<file path="src/rtl/frac_div_pkg.sv">
// Shared defaults for the fractional-N divider: ratio width, MASH order,
// minimum legal ratio and the headroom used for the signed ratio sum.
package frac_div_pkg;

    localparam int WIDTH_N_DEF = 8;
    localparam int ORDER_DEF   = 3;
    localparam int N_MIN_DEF   = 4;

    // Two extra bits hold both the sign and the carry of n_int + mash_in.
    localparam int SEXT_EXTRA  = 2;
    localparam int SEXT_W      = WIDTH_N_DEF + SEXT_EXTRA;

endpackage

</file>
<file path="src/rtl/mmd_divider_ctrl_if.sv">
// Signal bundle between the MASH/control side (master) and the divider (slave).
interface mmd_divider_ctrl_if
    import frac_div_pkg::*;
#(
    parameter int WIDTH_N = WIDTH_N_DEF,
    parameter int ORDER   = ORDER_DEF
);

    // No valid/ready: n_int and mash_in are level inputs sampled once per
    // period (count==1 with en high); mash_strobe tells the master to move on.
    logic               en;
    logic [WIDTH_N-1:0] n_int;
    logic [ORDER-1:0]   mash_in;
    logic               div_out;
    logic               div_pulse;
    logic               mash_strobe;
    logic [WIDTH_N-1:0] ratio_cur;
    logic               clamp_flag;

    modport master (
        output en, n_int, mash_in,
        input  div_out, div_pulse, mash_strobe, ratio_cur, clamp_flag
    );

    modport slave (
        input  en, n_int, mash_in,
        output div_out, div_pulse, mash_strobe, ratio_cur, clamp_flag
    );

endinterface

</file>
<file path="src/rtl/mmd_ratio_calc.sv">
// Combinational ratio = n_int + sext(mash_in), clamped to [N_MIN, 2^WIDTH_N-1].
module mmd_ratio_calc
    import frac_div_pkg::*;
#(
    parameter int WIDTH_N = WIDTH_N_DEF,
    parameter int ORDER   = ORDER_DEF,
    parameter int N_MIN   = N_MIN_DEF
) (
    input  logic [WIDTH_N-1:0] n_int_i,
    input  logic [ORDER-1:0]   mash_i,
    output logic [WIDTH_N-1:0] ratio_o,
    output logic               clamp_o
);

    localparam int CW = WIDTH_N + SEXT_EXTRA;

    localparam logic signed [CW-1:0] R_MIN = CW'(N_MIN);
    localparam logic signed [CW-1:0] R_MAX = signed'({{SEXT_EXTRA{1'b0}}, {WIDTH_N{1'b1}}});

    logic signed [CW-1:0] n_ext;
    logic signed [CW-1:0] m_ext;
    logic signed [CW-1:0] r_calc;

    assign n_ext  = signed'({{SEXT_EXTRA{1'b0}}, n_int_i});
    assign m_ext  = signed'({{(CW-ORDER){mash_i[ORDER-1]}}, mash_i});
    assign r_calc = n_ext + m_ext;

    always_comb begin
        ratio_o = r_calc[WIDTH_N-1:0];
        clamp_o = 1'b0;
        if (r_calc < R_MIN) begin
            ratio_o = R_MIN[WIDTH_N-1:0];
            clamp_o = 1'b1;
        end else if (r_calc > R_MAX) begin
            ratio_o = R_MAX[WIDTH_N-1:0];
            clamp_o = 1'b1;
        end
    end

endmodule

</file>
<file path="src/rtl/mmd_divider_ctrl.sv">
// Multi-modulus divider: down-counts each period, samples the next ratio at
// count==1 and emits a one-cycle strobe plus a ~50% duty divided clock.
module mmd_divider_ctrl
    import frac_div_pkg::*;
#(
    parameter int WIDTH_N = WIDTH_N_DEF,
    parameter int ORDER   = ORDER_DEF,
    parameter int N_MIN   = N_MIN_DEF
) (
    input  logic              clk,
    input  logic              rst,
    mmd_divider_ctrl_if.slave bus
);

    localparam logic [WIDTH_N-1:0] ONE       = WIDTH_N'(1);
    localparam logic [WIDTH_N-1:0] CNT_RST   = WIDTH_N'(N_MIN - 1);
    localparam logic [WIDTH_N-1:0] RATIO_RST = WIDTH_N'(N_MIN);

    logic [WIDTH_N-1:0] count_q, count_d;
    logic [WIDTH_N-1:0] ratio_cur_q, ratio_cur_d;
    logic [WIDTH_N-1:0] ratio_pend_q, ratio_pend_d;
    logic               clamp_flag_q, clamp_flag_d;
    logic               clamp_pend_q, clamp_pend_d;
    logic               div_out_q, div_out_d;
    logic               div_pulse_q, div_pulse_d;

    logic [WIDTH_N-1:0] calc_ratio;
    logic               calc_clamp;

    mmd_ratio_calc #(
        .WIDTH_N (WIDTH_N),
        .ORDER   (ORDER),
        .N_MIN   (N_MIN)
    ) u_ratio_calc (
        .n_int_i (bus.n_int),
        .mash_i  (bus.mash_in),
        .ratio_o (calc_ratio),
        .clamp_o (calc_clamp)
    );

    always_comb begin
        count_d      = count_q;
        ratio_cur_d  = ratio_cur_q;
        ratio_pend_d = ratio_pend_q;
        clamp_flag_d = clamp_flag_q;
        clamp_pend_d = clamp_pend_q;
        div_out_d    = div_out_q;
        div_pulse_d  = 1'b0;
        if (bus.en) begin
            if (count_q == '0) begin
                count_d      = ratio_pend_q - ONE;
                ratio_cur_d  = ratio_pend_q;
                clamp_flag_d = clamp_pend_q;
                div_pulse_d  = 1'b1;
            end else begin
                count_d = count_q - ONE;
            end
            if (count_q == ONE) begin
                ratio_pend_d = calc_ratio;
                clamp_pend_d = calc_clamp;
            end
            // Compare against the next-state values so div_out rises with div_pulse.
            div_out_d = (count_d >= (ratio_cur_d >> 1));
        end
    end

    always_ff @(posedge clk or posedge rst) begin
        if (rst) begin
            count_q      <= CNT_RST;
            ratio_cur_q  <= RATIO_RST;
            ratio_pend_q <= RATIO_RST;
            clamp_flag_q <= 1'b0;
            clamp_pend_q <= 1'b0;
            div_out_q    <= 1'b0;
            div_pulse_q  <= 1'b0;
        end else begin
            count_q      <= count_d;
            ratio_cur_q  <= ratio_cur_d;
            ratio_pend_q <= ratio_pend_d;
            clamp_flag_q <= clamp_flag_d;
            clamp_pend_q <= clamp_pend_d;
            div_out_q    <= div_out_d;
            div_pulse_q  <= div_pulse_d;
        end
    end

    assign bus.div_out     = div_out_q;
    assign bus.div_pulse   = div_pulse_q;
    assign bus.mash_strobe = div_pulse_q;
    assign bus.ratio_cur   = ratio_cur_q;
    assign bus.clamp_flag  = clamp_flag_q;

endmodule

</file>
<file path="src/flat_wrapper.sv">
// flat-port wrapper written by rule: the top's interface ports become plain ports
module mmd_divider_ctrl_flat import frac_div_pkg::*;
#(
    parameter int WIDTH_N = WIDTH_N_DEF,
    parameter int ORDER   = ORDER_DEF,
    parameter int N_MIN   = N_MIN_DEF
)
  (clk, rst, bus_en, bus_n_int, bus_mash_in, bus_div_out, bus_div_pulse, bus_mash_strobe, bus_ratio_cur, bus_clamp_flag);
  mmd_divider_ctrl_if #(.WIDTH_N(WIDTH_N), .ORDER(ORDER)) bus_i ();
  input  logic clk;
  input  logic rst;
  input wire logic [$bits(bus_i.en)-1:0] bus_en;
  input wire logic [$bits(bus_i.n_int)-1:0] bus_n_int;
  input wire logic [$bits(bus_i.mash_in)-1:0] bus_mash_in;
  output wire logic [$bits(bus_i.div_out)-1:0] bus_div_out;
  output wire logic [$bits(bus_i.div_pulse)-1:0] bus_div_pulse;
  output wire logic [$bits(bus_i.mash_strobe)-1:0] bus_mash_strobe;
  output wire logic [$bits(bus_i.ratio_cur)-1:0] bus_ratio_cur;
  output wire logic [$bits(bus_i.clamp_flag)-1:0] bus_clamp_flag;
  assign bus_i.en = bus_en;
  assign bus_i.n_int = bus_n_int;
  assign bus_i.mash_in = bus_mash_in;
  assign bus_div_out = bus_i.div_out;
  assign bus_div_pulse = bus_i.div_pulse;
  assign bus_mash_strobe = bus_i.mash_strobe;
  assign bus_ratio_cur = bus_i.ratio_cur;
  assign bus_clamp_flag = bus_i.clamp_flag;
  mmd_divider_ctrl #(.WIDTH_N(WIDTH_N), .ORDER(ORDER), .N_MIN(N_MIN)) u_core (.clk(clk), .rst(rst), .bus(bus_i));
endmodule
</file>
<file path="config.mk">
export PLATFORM = sky130hd
export DESIGN_NAME = mmd_divider_ctrl_flat
export DESIGN_NICKNAME = d
export VERILOG_FILES = /design/src/rtl/frac_div_pkg.sv /design/src/rtl/mmd_divider_ctrl_if.sv /design/src/rtl/mmd_ratio_calc.sv /design/src/rtl/mmd_divider_ctrl.sv /design/src/flat_wrapper.sv
export SDC_FILE = /design/constraint.sdc
export NUM_CORES = 1
export LEC_CHECK = 0
export CAP_MARGIN = 20
export CORE_MARGIN = 2
export CORE_UTILIZATION = 30
export CTS_CLUSTER_DIAMETER = 40
export DETAILED_ROUTE_END_ITERATION = 10
export SYNTH_ARGS = -nofsm -noshare
export SYNTH_HDL_FRONTEND = slang
export SYNTH_SLANG_ARGS = --single-unit
</file>
<file path="constraint.sdc">
create_clock -name clk -period 7.3 [get_ports clk]
set_input_delay 1.095 -clock clk [delete_from_list [all_inputs] [get_ports clk]]
set_output_delay 1.095 -clock clk [all_outputs]
set_load 0.005 [all_outputs]
</file>
# After elaboration in Yosys (flattened, before gate mapping)
# Index checks and enable logic that the tools add are counted.
[totals]
register_bits = 28
inputBits = 14
output_inout_bits = 12
[classes]
add_sub_neg = 3
magnitude_cmp = 3
n_eq_ne = 2
mux = 10
n_reduce_logical = 4
[op_table]
columns = ["operator", "count"]
rows = [
  ["8-bit two-way mux", 6],
  ["8-bit by 1-bit subtractor with 8-bit output (second input constant)", 2],
  ["9-bit by 3-bit adder with 10-bit output", 1],
  ["10-bit by 9-bit > comparator with 1-bit output (second input constant)", 1],
  ["10-bit by 4-bit < comparator with 1-bit output (second input constant)", 1],
  ["8-bit by 1-bit == test with 1-bit output (second input constant)", 1],
  ["8-bit by 7-bit greater-or-equal comparator with 1-bit output", 1],
  ["8-bit zero test", 1],
  ["2-bit AND reduction", 3],
  ["1-bit two-way mux", 4],
  ["2-bit by 1-bit inequality test with 1-bit output (second input constant)", 1],
]

# Longest topological paths before layout
# Gate-level depths: netlist of the first run.
[depth]
ltp_word = 4
ltp_mapped = 13
mapped_depth_nobuf = 12

# Modules after synthesis
# A second synthesis of the first run with hierarchy kept.
[unflattened]
hier_cells = 237
area_unflattened_um2 = 2328.5
[modules_own_cells]
columns = ["module", "n_inst", "cells_each", "area_each_um2", "seq_area_each_um2"]
rows = [
  ["mmd_divider_ctrl", 1, 170, 1795.5, 705.7],
  ["mmd_ratio_calc", 1, 67, 533.0, 0.0],
]

# Least setup slack after synthesis of the first run
# No wires, ideal clock.
[synth_path]
kind = "input-to-reg"
startpoint = "input port bus_mash_in[0]"
endpoint = "register u_core.clamp_pend_q"
arrival_ns = 3.118
required_time_ns = 7.218
slack_ns = 4.100
path_stages = 9
cell_sequence = "ha_1 > fa_1 > a211oi_2 > nor2_1 > or3_1 > a2111oi_0 > nor2b_1 > buf_2 > a31oi_1"
[synth_between]
elab_chain_len = 4
[synth_lines]
columns = ["element", "line_no", "text"]
rows = [
  ["start, declared", "flat_wrapper.sv:14", "input wire logic [$bits(bus_i.mash_in)-1:0] bus_mash_in;"],
  ["9-bit by 3-bit adder with 10-bit output (*)", "mmd_ratio_calc.sv:26", "assign r_calc = n_ext + m_ext;"],
  ["10-bit by 9-bit > comparator with 1-bit output", "mmd_ratio_calc.sv:34", "end else if (r_calc > R_MAX) begin"],
  ["1-bit two-way mux", "mmd_ratio_calc.sv:34", ""],
  ["1-bit two-way mux (*)", "mmd_ratio_calc.sv:31", "if (r_calc < R_MIN) begin"],
  ["end signal, assigned", "mmd_divider_ctrl.sv:81", "clamp_pend_q <= clamp_pend_d;"],
  ["end, declared", "mmd_divider_ctrl.sv:23", "logic clamp_pend_q, clamp_pend_d;"],
]
# Every way passes the cells marked *; elsewhere a longest branch is shown, timed or not.
# A chain may end at the register's enable or synchronous reset.

# Final worst setup path of the first run
[layout_path]
startpoint = "register u_core.count_q[4]"
endpoint = "register u_core.div_out_q (netlist: u_core.bus.div_out)"
[layout_between]
elab_chain_len = 4
[layout_lines]
columns = ["element", "line_no", "text"]
rows = [
  ["start, declared", "mmd_divider_ctrl.sv:19", "logic [WIDTH_N-1:0] count_q, count_d;"],
  ["start signal, assigned", "mmd_divider_ctrl.sv:77", "count_q <= count_d;"],
  ["8-bit by 1-bit subtractor with 8-bit output / 8-bit zero test (equally long branches)", "mmd_divider_ctrl.sv:56, mmd_divider_ctrl.sv:50", ""],
  ["8-bit two-way mux", "mmd_divider_ctrl.sv:50", "if (count_q == '0) begin"],
  ["8-bit two-way mux", "mmd_divider_ctrl.sv:49", "if (bus.en) begin"],
  ["8-bit by 7-bit greater-or-equal comparator with 1-bit output (*)", "mmd_divider_ctrl.sv:63", "div_out_d = (count_d >= (ratio_cur_d >> 1));"],
  ["end signal, assigned", "mmd_divider_ctrl.sv:82", "div_out_q <= div_out_d;"],
  ["end, declared", "mmd_divider_ctrl.sv:24", "logic div_out_q, div_out_d;"],
]
# Every way passes the cells marked *; elsewhere a longest branch is shown, timed or not. The select of a mux whose other input is x is not followed.

==> summary.txt, run 1 <==
Outcome: completed
Ys flop type: dfrtp_1
Synth cell types: 47
Crit-path slowest cell: and2_1
FF+latch count, synth: 28
Max-cap violations: 0
Setup crit start kind: register
Max Fclk: 268 MHz
Clock root buffer master: clkbuf_8
Die area: 0.00781 mm²
Via density: 4.84
Vias in the first global route: 1,603
Die Span Y: 88.4 µm
Finished Core Util: 0.370
Slew margin rel.: 0.466
PnR Total Power: 768 µW
IO buf count: 25
Worst hold margin: 0.496 ns
Reg2reg path depth: 11
Register-to-register setup slack: 3.57 ns
Clock slew at reported path FFs: 0.10 ns
Avg WL per Cell: 12.3 µm
Top Ports: 26
Fin nets: 285
RePlAce Congestion: 0.880
Critical path data arrival time: 3.90 ns
Setup ws final: 3.57 ns
Max FO, Critical Path: 21
Synth Cell Area: 0.00213 mm²
Syn Area/Cell: 9.36 µm²
Clock buffer depth: 2
TNS Setup: 0 ns
Core ar.: 0.00683 mm²
Global-route wire length before repair: 7310 µm
# setup viols final: 0
Post-place setup slack: 3.35 ns
FP Rows: 30
Area Overhead vs Synth: 18.3%
Initial antenna violation count: 0
Drt pass-1 iters: 4
Die Span X: 88.4 µm
Largest stage delay on the critical path: 0.73 ns
CP cell instances: or3_4 -> nor4_1 -> and2_1 -> mux2_2 -> ha_1 -> nand2b_1 -> a21oi_1 -> nor2b_1 -> o21ai_0 -> a21oi_1 -> o32a_2
Layout cell share with drive strength beyond 1: 0.108
CTS Sinks: 28
Clock skew: 0.0136 ns
WP data required: 7.47 ns
CP delay by family, top: simple AND/OR/NAND/NOR gates
HPWL after detailed placement: 3410 µm
Worst reg2reg endpoint: u_core.bus.div_out
Sequential area share after synthesis: 0.331
Warnings from Yosys: 0
Setup crit start: u_core.count_q[4]
Routed vias: 1,669
GR Util All Layers: 0.115
TritonCTS clock tree: done
Least-Margin Pin Slew: 0.801 ns
DRC viols: 0
Worst hold path class: reg2reg
Most frequent cells in the layout: 25 x clkdlybuf4s50_1, 24 x dfrtp_1, 23 x nor2_1, 20 x ha_1, 19 x nand2_1
Hold path depth: 2
Syn_nets: 263
Critical path buffer and inverter count: 0
Syn Inst Count: 228
Crit. End Element: register
RSZ-0062 raised after global routing: false
Kind of critical path: reg2reg
Routed Antenna Nets: 0
FFs w/ async S/R, synth: 1.00
Detailed-route wire length: 4240 µm
CTS Hold Bufs: 0
WHS Endpoint: u_core.bus.ratio_cur[0]
Static leakage: 1.05 nW
Initial Util: 0.312
H-tree levels: 1
Min Tclk post-route: 3.73 ns
Fin crit share: 0.511
PD cells: 304 mW/mm²
Post-synth EDFFs: 0
Hold_sp: u_core.bus.ratio_cur[0]
VDD IR-drop max: 0.0801 mV
1st-iter DRT viols: 89
Most used cell, CP: a21oi_1
Most common library cell in the layout ignoring fill and taps: clkdlybuf4s50_1
TritonCTS Buffers: 3
Post-CTS Setup Bufs: 0
Largest net degree at the start of global routing: 22
GRT overflow: 0
Worst skew pair latency: 0.27 ns
Final hold vios: 0
Number of antenna diodes: 0
Reg2reg start: u_core.count_q[4]
Max Transition Viols Final: 0
Resized cells post-CTS: 0
## worst register-to-register path: cells and delay by family (launching register included)
kind | cells | cell delay [ns]
AND/OR/NAND/NOR | 5 | 1.72
flip-flops | 1 | 0.41
adder cells (fa/ha/maj) | 1 | 0.28
AO/OA/AOI/OAI | 4 | 0.80
multiplexers | 1 | 0.42
## synthesized netlist by cell type, types with 8 or more instances
| master | n | area [µm²] |
|---|---|---|
| mux2i_1 | 8 | 80.1 |
| inv_1 | 13 | 48.8 |
| ha_1 | 20 | 250 |
| xor2_1 | 8 | 70.1 |
| mux2_2 | 13 | 146 |
| o21ai_0 | 11 | 55.1 |
| dfrtp_1 | 24 | 601 |
| a21oi_1 | 11 | 55.1 |
| xnor2_1 | 9 | 78.8 |
| nor2_1 | 23 | 86.3 |
| a31oi_1 | 9 | 56.3 |
| nand2_1 | 19 | 71.3 |
## registers in the layout (all words and copies together), names as in the netlist
signal	flops
u_core.bus.div_pulse	1
u_core.clamp_pend_q	1
u_core.count_q	8
u_core.bus.clamp_flag	1
u_core.bus.ratio_cur	8
u_core.bus.div_out	1
u_core.ratio_pend_q	8
## cells by family (layout without fill, tap and decap cells)
logic type                 count (synthesis)  count (layout)  share of synthesized area
and+or+nand+nor                           63              63                      0.144
AOI/OAI and AO/OA                         56              56                      0.176
DFF                                       28              28                      0.331
buffers and inverters                     22              43                     0.0475
adders and majority gates                 21              21                      0.127
muxes                                     21              21                      0.106
xor gates and xnor gates                  17              17                     0.0698
## report_power, final
group | total [mW] | switching, mW | internal, mW
Sequential | 0.285 | 0.0635 | 0.221
Clock | 0.0854 | 0.0463 | 0.0391
Combinational | 0.398 | 0.192 | 0.206
## routing by layer
metal,track usage,vias up,wire length [µm]
met5,0,-,0
met4,0.0248,0,46
met3,0.0140,7,90
met2,0.200,31,2040
met1,0.152,773,2070
li1,-,858,-
## worst max-delay path by stage
stage	endpoint	slack [ns]	cells after the start
final	u_core.bus.div_out	3.57	11
after global placement	u_core.ratio_pend_q[1]	3.38	9
after CTS	u_core.bus.div_out	3.56	11
after detailed placement	u_core.ratio_pend_q[3]	3.35	8
after floorplan	u_core.clamp_pend_q	4.10	9
after global routing	u_core.bus.div_out	3.38	11
## stage by stage
| step | area, µm² | std cells |
|---|---|---|
| floorplan | 2130 | 228 |
| global placement | 2450 | 340 |
| detailed placement | 2480 | 341 |
| CTS | 2520 | 345 |
| global route | 2520 | 345 |
| finish | 2520 | 345 |
## layout make-up
class / count / area [µm²]
Fill cell: 714 / 4310
Multi-Input combinational cell: 178 / 1330
Sequential cell: 28 / 706
Timing Repair Buffer: 26 / 278
Tap cell: 96 / 120
Inverter: 13 / 48.8
Clock buffer: 4 / 45.0
(Power assumes the default switching activity.)
==> inputs of run 2 (changes only) <==
==> constraint.sdc (replaced) <==
create_clock -name clk -period 3.5 [get_ports clk]
set_input_delay 0.525 -clock clk [delete_from_list [all_inputs] [get_ports clk]]
set_output_delay 0.525 -clock clk [all_outputs]
set_load 0.005 [all_outputs]
==> run 2 against run 1 <==
  * Global-route usage barely moved
  * Clock skew shrank 0.0096 ns
  * Final cell count grew 0.87%
  * Sequential power is 110% higher
  * First-iteration DRC count is 22% lower
  * Clock power rose by 130%
  * Flip-flop and latch count is the same
  * Register-to-register slack lost 3.3 ns
  * Worst setup slack worse by 3.3 ns
  * Combinational power grew 110%
  * Maximum frequency grew 16%
  * Design area increased by 1.3%
==> summary.txt, run 2 (synthesis results as in run 1) <==
Max-cap violations: 0
Worst hold path class: reg2reg
Clock root buffer master: clkbuf_8
DRC viols: 0
PD cells: 641 mW/mm²
Most common library cell in the layout ignoring fill and taps: clkdlybuf4s50_1
Setup crit start kind: register
Hold_sp: u_core.bus.ratio_cur[0]
GR Util All Layers: 0.115
Setup crit start: u_core.count_q[3]
Outcome: completed
Hold path depth: 2
FP Rows: 30
Critical path data arrival time: 3.38 ns
Routed vias: 1,670
Largest net degree at the start of global routing: 20
Routed Antenna Nets: 0
Clock slew at reported path FFs: 0.10 ns
Core ar.: 0.00683 mm²
Drt pass-1 iters: 4
Kind of critical path: reg2reg
Avg WL per Cell: 12.3 µm
TNS Setup: 0 ns
Post-place setup slack: 0.229 ns
Slew margin rel.: 0.618
Register-to-register setup slack: 0.28 ns
Min Tclk post-route: 3.22 ns
1st-iter DRT viols: 69
H-tree levels: 1
WHS Endpoint: u_core.bus.ratio_cur[0]
Vias in the first global route: 1,601
Reg2reg path depth: 13
Most frequent cells in the layout: 25 x clkdlybuf4s50_1, 24 x dfrtp_1, 23 x nor2_1, 20 x ha_1, 19 x nand2_1
Detailed-route wire length: 4280 µm
TritonCTS clock tree: done
Worst skew pair latency: 0.27 ns
Max Fclk: 311 MHz
RePlAce Congestion: 0.820
# setup viols final: 0
Met3 WL: 126 µm
Fin nets: 288
DR top layer: met4
Reg2reg start: u_core.count_q[3]
Area Overhead vs Synth: 19.8%
Initial antenna violation count: 0
TritonCTS Buffers: 3
Via density: 4.80
Layout cell share with drive strength beyond 1: 0.123
CTS Sinks: 28
CTS Hold Bufs: 0
Static leakage: 1.07 nW
Die Span X: 88.4 µm
Crit. End Element: register
RSZ-0062 raised after global routing: false
Initial Util: 0.312
Fin crit share: 0.920
HPWL after detailed placement: 3430 µm
Resized cells post-CTS: 0
Global-route wire length before repair: 7330 µm
Number of antenna diodes: 0
Metal-1 WL: 2050 µm
Max Transition Viols Final: 0
Top Ports: 26
Post-CTS Setup Bufs: 0
Clock buffer depth: 2
Die Span Y: 88.4 µm
Filler cells: 711
Routed wl met2: 2080 µm
Die area: 0.00781 mm²
Setup ws final: 0.281 ns
WP data required: 3.66 ns
Worst reg2reg endpoint: u_core.bus.div_out
GRT overflow: 0
Least-Margin Pin Slew: 0.572 ns
Clock skew: 0.00394 ns
VDD IR-drop max: 0.159 mV
Max FO, Critical Path: 8
Final hold vios: 0
IO buf count: 25
[run 2: how the worst max path moves through the flow]
stage / cells after the start / slack, ns / to
finish: 13 / 0.28 / u_core.bus.div_out
global route: 13 / 0.08 / u_core.bus.div_out
CTS: 13 / 0.29 / u_core.bus.div_out
detailed placement: 8 / 0.23 / u_core.ratio_pend_q[0]
global placement: 9 / 0.27 / u_core.ratio_pend_q[2]
floorplan: 12 / 0.48 / u_core.bus.div_out
[run 2: stage by stage]
step | util | instance area [µm²] | hold WS, ns | total power, mW | cells
floorplan | - | 2130 | 0.472 | 1.18 | 228
detailed placement | 0.366 | 2500 | 0.484 | 1.44 | 344
global placement | 0.362 | 2470 | 0.477 | 1.42 | 343
CTS | 0.374 | 2560 | 0.506 | 1.65 | 348
finish | 0.374 | 2560 | 0.501 | 1.64 | 348
global route | 0.374 | 2560 | 0.532 | 1.81 | 348
[run 2: routing by layer]
layer  up-vias  global-route usage
met3         2              0.0121
met1       771               0.152
met2        28               0.203
met4         0              0.0248
met5         -                   0
li1        869                   -
[run 2: area by class of cell]
type | count | area (µm²) | share of cell area
Clock buffer | 4 | 55.1 | 0.0215
Tap cell | 96 | 120 | 0.0470
Timing Repair Buffer | 29 | 300 | 0.117
Multi-Input combinational cell | 178 | 1330 | 0.519
Sequential cell | 28 | 706 | 0.276
Inverter | 13 | 48.8 | 0.0191
[run 2: critical path: stages (launching register included)]
cell and delay, ns:
dfrtp_1 0.43, or3_4 0.40, nor4_1 0.37, and2_1 0.26, buf_4 0.18, nand2_1 0.06, o21ai_0 0.12, ha_1 0.28
nand2b_1 0.15, a21oi_1 0.14, nor2b_1 0.06, o21ai_0 0.21, a21oi_1 0.13, o32a_2 0.33
[run 2: where the power goes]
group / leakage (nW) / switching [mW] / internal (mW)
registers: 0.348 / 0.136 / 0.461
clock network: 0.0288 / 0.0996 / 0.101
logic: 0.691 / 0.407 / 0.436
total: 1.07 / 0.642 / 0.997
==> inputs of run 3 (changes only) <==
--- a/config.mk
+++ b/config.mk
@@ -6,10 +6,13 @@
 export NUM_CORES = 1
 export LEC_CHECK = 0
 export CAP_MARGIN = 20
+export CELL_PAD_IN_SITES_DETAIL_PLACEMENT = 1
+export CELL_PAD_IN_SITES_GLOBAL_PLACEMENT = 1
 export CORE_MARGIN = 2
 export CORE_UTILIZATION = 30
 export CTS_CLUSTER_DIAMETER = 40
 export DETAILED_ROUTE_END_ITERATION = 10
+export PLACE_DENSITY_LB_ADDON = 0.1
 export SYNTH_ARGS = -nofsm -noshare
 export SYNTH_HDL_FRONTEND = slang
 export SYNTH_SLANG_ARGS = --single-unit
==> constraint.sdc (replaced) <==
create_clock -name clk -period 3.4 [get_ports clk]
set_input_delay 0.51 -clock clk [delete_from_list [all_inputs] [get_ports clk]]
set_output_delay 0.51 -clock clk [all_outputs]
set_load 0.005 [all_outputs]
==> run 3 against run 2 <==
  * Non-clock buffer count up 5
  * Worst setup slack worse by 0.013 ns
  * Sequential share of layout area down 0.63 points
  * Worst hold slack worse by 0.031 ns
  * Critical path type unchanged
  * Power up 8.3%
  * Clock power up 35%
  * Maximum frequency up 2.8%
==> summary.txt, run 3 (synthesis results as in run 1) <==
VDD IR-drop max: 0.207 mV
Worst hold margin: 0.470 ns
Min Tclk post-route: 3.13 ns
Most common library cell in the layout ignoring fill and taps: clkdlybuf4s50_1
Max Transition Viols Final: 0
Clock root buffer master: clkbuf_8
Top Ports: 26
Number of antenna diodes: 0
HPWL after detailed placement: 4130 µm
Setup crit start kind: register
WP data required: 3.58 ns
DRC viols: 0
TritonCTS clock tree: done
Most frequent cells in the layout: 25 x clkdlybuf4s50_1, 24 x dfrtp_1, 23 x nor2_1, 20 x ha_1, 19 x nand2_1
Initial antenna violation count: 0
Via density: 4.94
Critical path data arrival time: 3.31 ns
Routed vias: 1,743
Die area: 0.00781 mm²
PD cells: 678 mW/mm²
Routed Antenna Nets: 0
Outcome: completed
RSZ-0062 raised after global routing: false
Final hold vios: 0
Setup crit start: u_core.count_q[3]
Global-route wire length before repair: 8930 µm
Worst hold path class: in2async
# setup viols final: 0
Die Span Y: 88.4 µm
Placement Cell Area: 0.00254 mm²
Clock buffer depth: 2
Fin nets: 293
Slew margin rel.: 0.582
Final Cell Area: 0.00262 mm²
IO buf count: 25
GRT overflow: 0
Core ar.: 0.00683 mm²
FP Rows: 30
TritonCTS Buffers: 3
Clock skew: 0.0115 ns
Vias in the first global route: 1,835
Crit. End Element: register
Layout cell share with drive strength beyond 1: 0.144
TNS Setup: 0 ns
GR Util All Layers: 0.145
Setup ws final: 0.268 ns
Max FO, Critical Path: 10
Register-to-register setup slack: 0.27 ns
Max-cap violations: 0
Fin crit share: 0.921
RePlAce Congestion: 0.749
Avg WL per Cell: 14.5 µm
Static leakage: 1.10 nW
Kind of critical path: reg2reg
Reg2reg start: u_core.count_q[3]
Drt pass-1 iters: 4
Least-Margin Pin Slew: 0.626 ns
Die Span X: 88.4 µm
Initial Util: 0.312
H-tree levels: 1
Clock slew at reported path FFs: 0.11 ns
Post-place setup slack: 0.114 ns
Area Overhead vs Synth: 22.6%
Worst skew pair latency: 0.28 ns
1st-iter DRT viols: 59
CTS Sinks: 28
Detailed-route wire length: 5130 µm
Largest net degree at the start of global routing: 23
Max Fclk: 319 MHz
run 3: cell types whose count changed in the layout (fill, tap and decap cells not counted), sizes merged:
cell	delta
bufinv	+1
clkbuf	-1
buf	+5
run 3: critical path, cell delays in order, from the launching register on:
cell,delay (ns)
dfrtp_1,0.43
or3_4,0.41
nor4_2,0.18
and2_1,0.24
buf_4,0.20
nand2_1,0.07
o21ai_0,0.12
ha_1,0.28
nand2b_1,0.14
a21oi_1,0.17
nor2b_1,0.06
o21ai_0,0.27
a21oi_1,0.13
o32a_2,0.32
run 3: final timing paths:
path                                                 to  depth (start not counted)
worst max-delay path                 u_core.bus.div_out                         13
worst min-delay path                u_core.clamp_pend_q                          2
worst max register to register       u_core.bus.div_out                         13
worst min register to register  u_core.bus.ratio_cur[0]                          2
max in group asynchronous             u_core.count_q[1]                          4
min in group clk                u_core.bus.ratio_cur[0]                          2
run 3: repair_timing:
action,4_1_cts,5_1_grt
buffers inserted,0,0
setup endpoints to repair,0,1
hold buffers,0,0
resized for setup,0,1
run 3: per-layer routing:
metal / up-vias / wire [µm] / track usage
met1: 847 / 2740 / 0.210
li1: 875 / - / -
met2: 19 / 2270 / 0.234
met3: 2 / 97 / 0.0224
met5: - / 0 / 0
met4: 0 / 29 / 0.0248
run 3: report_power, final:
group	leakage [nW]	internal [mW]	total (mW)	switching (mW)
Combinational	0.716	0.450	0.878	0.429
Clock	0.0357	0.158	0.271	0.114
Sequential	0.348	0.474	0.626	0.152
Total	1.10	1.08	1.78	0.694
run 3: final cells by class:
class | count | area [µm²]
clock buffers | 3 | 41.3
clock inverters | 1 | 30.0
fillers | 823 | 4210
inverters | 13 | 48.8
multi-input cells | 178 | 1330
flip-flops and latches | 28 | 706
well taps | 96 | 120
repair buffers | 34 | 338
run 3: through the flow:
stage          power (mW)   util  std cells
6_report             1.78  0.383        353
5_1_grt              1.97  0.383        353
4_1_cts              1.80  0.382        353
3_5_place_dp         1.52  0.372        349
3_3_place_gp         1.49  0.368        348
2_1_floorplan        1.21      -        228
==> RTL change 1: new RTL, settings of run 2 <==
The package constant `WIDTH_N_DEF` goes from 8 to 9.
--- a/src/rtl/frac_div_pkg.sv
+++ b/src/rtl/frac_div_pkg.sv
@@ -2,7 +2,7 @@
 // minimum legal ratio and the headroom used for the signed ratio sum.
 package frac_div_pkg;
 
-    localparam int WIDTH_N_DEF = 8;
+    localparam int WIDTH_N_DEF = 9;
     localparam int ORDER_DEF   = 3;
     localparam int N_MIN_DEF   = 4;
 
Interface: changed (resized bus_n_int and bus_ratio_cur); port bits go from 26 to 28. No check against the original RTL was run, so the function may have changed too.
==> RTL change 1 against run 2 <==
  * Worst setup slack improved by 270 ps
  * Sequential cell count up 3
  * Design area increased by 9.9%
  * Synthesized area grew 9.3%
  * Clock skew increased by 0.69 ps
  * Hold slack got worse by 0.60 ps
  * Routed wire length is 17% higher
  * Total power increased by 9.4%
  * Critical path type unchanged
  * Largest cell class unchanged
==> RTL change 1: results (changes against run 2) <==
\begin{tabular}{lr}
\hline
Metric & Value \\
\hline
\multicolumn{2}{l}{\textbf{Outcome}} \\
\quad Run status & finished, final reports clean \\
\multicolumn{2}{l}{\textbf{CTS}} \\
\quad Clock slew at the register clock pins of the worst setup and hold paths & 70 ps (-30 ps) \\
\quad Number of buffers created by CTS & 5 (+2) \\
\quad Clk\_lat worst skew & 290 ps (+20 ps) \\
\multicolumn{2}{l}{\textbf{Finish}} \\
\quad Share of layout cells above drive strength 1 & 15.9\% (+3.6 points) \\
\multicolumn{2}{l}{\textbf{Synth}} \\
\quad Syn Area/Cell & 10.1 um2 (+7.4\%) \\
\quad Cell types occupying the most area after synthesis & dfrtp\_1 29\%, ha\_1 12\%, mux2\_2 7.7\% \\
\quad Post-synth top cells & 27 x dfrtp\_1, 22 x ha\_1, 19 x nand2\_1 \\
\quad Synthesized net count & 270 (+2.7\%) \\
\quad Netlist cell types & 53 (+13\%) \\
\quad Sequential cell area fraction in the yosys report & 33.5\% (+0.40 points) \\
\multicolumn{2}{l}{\textbf{GRT}} \\
\quad Wire length of the first global-routing pass & 8380 um (+14\%) \\
\quad Overall routing resource usage & 12.4\% (+0.94 points) \\
\multicolumn{2}{l}{\textbf{Timing}} \\
\quad Setup clock skew after layout & 4.63 ps (+0.689 ps) \\
\quad Slew HR & 61.2\% (-0.69 points) \\
\multicolumn{2}{l}{\textbf{Detailed routing}} \\
\quad WL per Instance & 13.6 um (+11\%) \\
\quad Routed wire length & 5000 um (+17\%) \\
\quad Starting DRC count in detailed routing & 82 (+19\%) \\
\multicolumn{2}{l}{\textbf{Pwr}} \\
\quad Sequential power share & 34.1\% (-2.3 points) \\
\quad Switching part of the total & 40.8\% (+1.6 points) \\
\quad Largest vdd supply drop & 0.180 mV (+13\%) \\
\quad Power in combinational cells & 0.902 mW (+7.1\%) \\
\multicolumn{2}{l}{\textbf{Place}} \\
\quad Half-perimeter wire length after placement & 3860 um (+12\%) \\
\quad Inst Count DP & 358 (+4.1\%) \\
\multicolumn{2}{l}{\textbf{Critical path}} \\
\quad Maximum fanout encountered on the critical timing path & 18 (+10) \\
\hline
\end{tabular}
-- RTL change 1: cell types whose count changed in the layout (fill, tap and decap cells not counted), sizes merged, moves of 4 or more --
cell	run 2	this run
a221o	0	6
a211oi	5	0
nand3	0	4
a31oi	9	2
a21o	1	5
nor3	1	6
nor2	23	9
o211ai	5	0
-- RTL change 1: cell type report --
cell class,count,area (um2)
inverter,13,48.8
clock buffer,6,72.6
multi-input combinational,181,1470
tap,102,128
fill,792,4840
timing repair buffer,31,300
sequential,31,781
clock inverter,2,12.5
-- RTL change 1: worst paths after layout --
check                                               startpoint                             endpoint  slack (ps)  cells past startpoint
max in group asynchronous                                  rst        u_core.count_q[0]$_DFFE_PP1P_        2560                      3
max reg2reg                      u_core.count_q[2]$_DFFE_PP0P_       u_core.bus.div_out$_DFFE_PP0P_         550                     11
min                        u_core.bus.ratio_cur[0]$_DFFE_PP0P_  u_core.bus.ratio_cur[0]$_DFFE_PP0P_         500                      2
min reg2reg                u_core.bus.ratio_cur[0]$_DFFE_PP0P_  u_core.bus.ratio_cur[0]$_DFFE_PP0P_         500                      2
min in group asynchronous                                  rst    u_core.bus.clamp_flag$_DFFE_PP0P_         610                      3
max                              u_core.count_q[2]$_DFFE_PP0P_       u_core.bus.div_out$_DFFE_PP0P_         550                     11
-- RTL change 1: routing by layer --
layer,track usage [%],up-vias,routed length (um)
met5,0,-,0
met4,4.73,0,74
met3,2.55,9,226
met2,19.6,30,2370
met1,16.7,862,2330
li1,-,924,-
-- RTL change 1: worst max-delay path, cell delays in order, from the launching register on --
cell and delay (ps):
dfrtp_1 440, nor3_1 290, and3_1 270, nand2_1 190
buf_4 260, o21ai_0 240, ha_1 310, and3_1 180
a21oi_1 120, o21ai_0 130, o31ai_1 240, a41oi_1 140
-- RTL change 1: metrics by stage --
stage | power (mW) | instance area, um2 | worst slack [ps] | util [%]
2_1_floorplan | 1.28 | 2330 | 747 | -
5_1_grt | 1.96 | 2810 | 239 | 36.7
6_report | 1.79 | 2810 | 549 | 36.7
3_5_place_dp | 1.52 | 2730 | 302 | 35.6
3_3_place_gp | 1.50 | 2730 | 364 | 35.6
4_1_cts | 1.80 | 2810 | 572 | 36.7
-- RTL change 1: cells by family (layout without fill, tap and decap cells) --
family	Yosys count	in the layout	synth area share (%)
AND/OR/NAND/NOR	62	62	14.3
AO/OA/AOI/OAI	51	51	16.6
adder cells (fa/ha/maj)	23	23	12.7
flip-flops	31	31	33.5
XOR/XNOR	18	18	6.76
buffers and inverters	20	52	3.65
multiplexers	27	27	12.6
==> RTL change 2: new RTL, flow settings as in run 2 <==
Without the edit above. Make the reset (`rst`) synchronous in one clocked block.
--- a/src/rtl/mmd_divider_ctrl.sv
+++ b/src/rtl/mmd_divider_ctrl.sv
@@ -64,7 +64,7 @@
         end
     end
 
-    always_ff @(posedge clk or posedge rst) begin
+    always_ff @(posedge clk) begin
         if (rst) begin
             count_q      <= CNT_RST;
             ratio_cur_q  <= RATIO_RST;
Formal check against the unedited RTL: differs if rst is asserted again (counterexample within 4 cycles, from zero or initial values and one cycle with rst high); with rst held inactive, the same outputs for 10 cycles.
==> RTL change 2 against run 2 <==
  * Sequential cell count did not move
  * Critical path depth decreased by 3
  * Hold slack lost 36 ps
  * Global-route usage rose by 1.5 points
  * Sequential share of layout area decreased by 4.6 points
  * Count of clock-buffer cells in the layout down 1
  * Routed wire length increased by 7.2%
  * Worst setup slack better by 260 ps
  * Synthesized cell count up 11%
  * Design area down 4.6%
  * Synthesized area down 4.4%
  * Critical path type unchanged
Power is not compared: it rests on default switching activity, and its combinational part moved more than twofold at a synthesized area within 25%.
==> RTL change 2: results (changes against run 2) <==
\begin{tabular}{lr}
\hline
Metric & Value \\
\hline
\multicolumn{2}{l}{\textbf{Detailed routing}} \\
\quad Starting DRC count in detailed routing & 53 (-23\%) \\
\quad Routed wire length & 4590 um (+7.2\%) \\
\quad Via Count & 1,761 (+5.4\%) \\
\quad Met2 wire length & 2140 um (+3.1\%) \\
\quad Wire length on met3 & 124 um (-1.6\%) \\
\multicolumn{2}{l}{\textbf{Synth}} \\
\quad Synthesized net count & 289 (+9.9\%) \\
\quad Cell types occupying the most area after synthesis & dfxtp\_1 27\%, ha\_1 12\%, a21oi\_1 7.4\% \\
\quad Post-synth top cells & 35 x nand2\_1, 30 x a21oi\_1, 28 x dfxtp\_1 \\
\quad Share of synthesized flip-flops with an asynchronous set or reset & 0\% (-100 points) \\
\quad Sequential cell area fraction in the yosys report & 27.5\% (-5.6 points) \\
\multicolumn{2}{l}{\textbf{Critical path}} \\
\quad Register-to-register path setup slack & 550 ps (+260 ps) \\
\quad Capturing point of the worst reg2reg path & u\_core.bus.div\_out\$\_SDFFE\_PP0P\_ \\
\quad Delay contributed by the slowest stage of the critical path & 600 ps (+170 ps) \\
\quad Launch point of the worst reg-to-reg path & u\_core.count\_q[2]\$\_SDFFE\_PP0P\_ \\
\quad Worst r2r path cells & 10 (-3) \\
\quad Data arrival time of the critical path & 3120 ps (-260 ps) \\
\quad Maximum fanout encountered on the critical timing path & 6 (-2) \\
\multicolumn{2}{l}{\textbf{Timing}} \\
\quad Actual transition at the worst max-transition pin & 459 ps (-113 ps) \\
\quad Period minus WS final & 2950 ps (-265 ps) \\
\quad Setup clock skew after layout & 3.02 ps (-0.922 ps) \\
\multicolumn{2}{l}{\textbf{Finish}} \\
\quad Fill cell total of the finished layout & 709 (-0.28\%) \\
\quad Final-stage net count & 313 (+8.7\%) \\
\quad Share of layout cells above drive strength 1 & 5.42\% (-6.9 points) \\
\multicolumn{2}{l}{\textbf{Min path}} \\
\quad Min-Delay Startpoint & u\_core.bus.ratio\_cur[0]\$\_SDFFE\_PP0P\_ \\
\quad End of the worst hold path & u\_core.bus.ratio\_cur[0]\$\_SDFFE\_PP0P\_ \\
\quad Type of the tightest min-delay check & register to register \\
\multicolumn{2}{l}{\textbf{GRT}} \\
\quad Overall routing resource usage & 13.0\% (+1.5 points) \\
\quad Vias in the first global route & 1,715 (+7.1\%) \\
\quad Maximum number of pins on one net before global-route repair & 22 (+10\%) \\
\quad Routing usage on met2 & 23.1\% (+2.8 points) \\
\quad Met3 Usage GRT & 2.29\% (+1.1 points) \\
\quad GRT met1 Usage & 16.4\% (+1.2 points) \\
\quad Wire length of the first global-routing pass & 7920 um (+8.1\%) \\
\multicolumn{2}{l}{\textbf{Place}} \\
\quad GPL Wtd Cong & 0.885 (+7.9\%) \\
\quad Post-placement worst setup slack & 305 ps (+76.4 ps) \\
\quad Half-perimeter wire length after placement & 3480 um (+1.5\%) \\
\multicolumn{2}{l}{\textbf{Outcome}} \\
\quad Run status & finished, final reports clean \\
\hline
\end{tabular}
RTL change 2: cell types whose count changed after synthesis, sizes merged, moves of 3 or more:
| cell | change |
|---|---|
| dfxtp | +28 |
| dfrtp | -24 |
| a21oi | +19 |
| nand2 | +16 |
| mux2 | -12 |
| a31oi | -7 |
| nor3 | +7 |
| mux2i | +6 |
| nand3 | +6 |
| dfstp | -4 |
| inv | -4 |
| o211ai | -3 |
| o21a | -3 |
RTL change 2: logic make-up after synthesis:
group | share of synthesized area, %
AO/OA/AOI/OAI | 19.3
XOR/XNOR | 7.30
adder cells (fa/ha/maj) | 13.2
buffers and inverters | 4.66
flip-flops | 27.5
multiplexers | 7.42
AND/OR/NAND/NOR | 20.6
RTL change 2: critical path: cells and delay by family, from the launching register on:
kind | cells | cell delay, ps
simple gates | 4 | 1210
compound gates | 4 | 580
flops | 1 | 390
mux | 1 | 380
fa+ha+maj | 1 | 280
RTL change 2: final cells by class:
cell class	instances	area share (%)
repair buffers	30	11.8
clock buffers	3	1.69
well taps	80	4.10
clock inverters	1	1.23
multi-input cells	206	56.8
inverters	9	1.39
flip-flops and latches	28	23.0
RTL change 2: through the flow:
| step | hold WS (ps) | cell area, um2 | utilization, % | power [mW] | std cells |
|---|---|---|---|---|---|
| after floorplan | 433 | 2040 | - | 0.521 | 254 |
| after global placement | 446 | 2370 | 35.4 | 0.586 | 353 |
| after detailed placement | 454 | 2370 | 35.4 | 0.588 | 353 |
| after CTS | 469 | 2440 | 36.5 | 0.849 | 357 |
| after global routing | 485 | 2440 | 36.5 | 0.896 | 357 |
| final | 464 | 2440 | 36.5 | 0.840 | 357 |
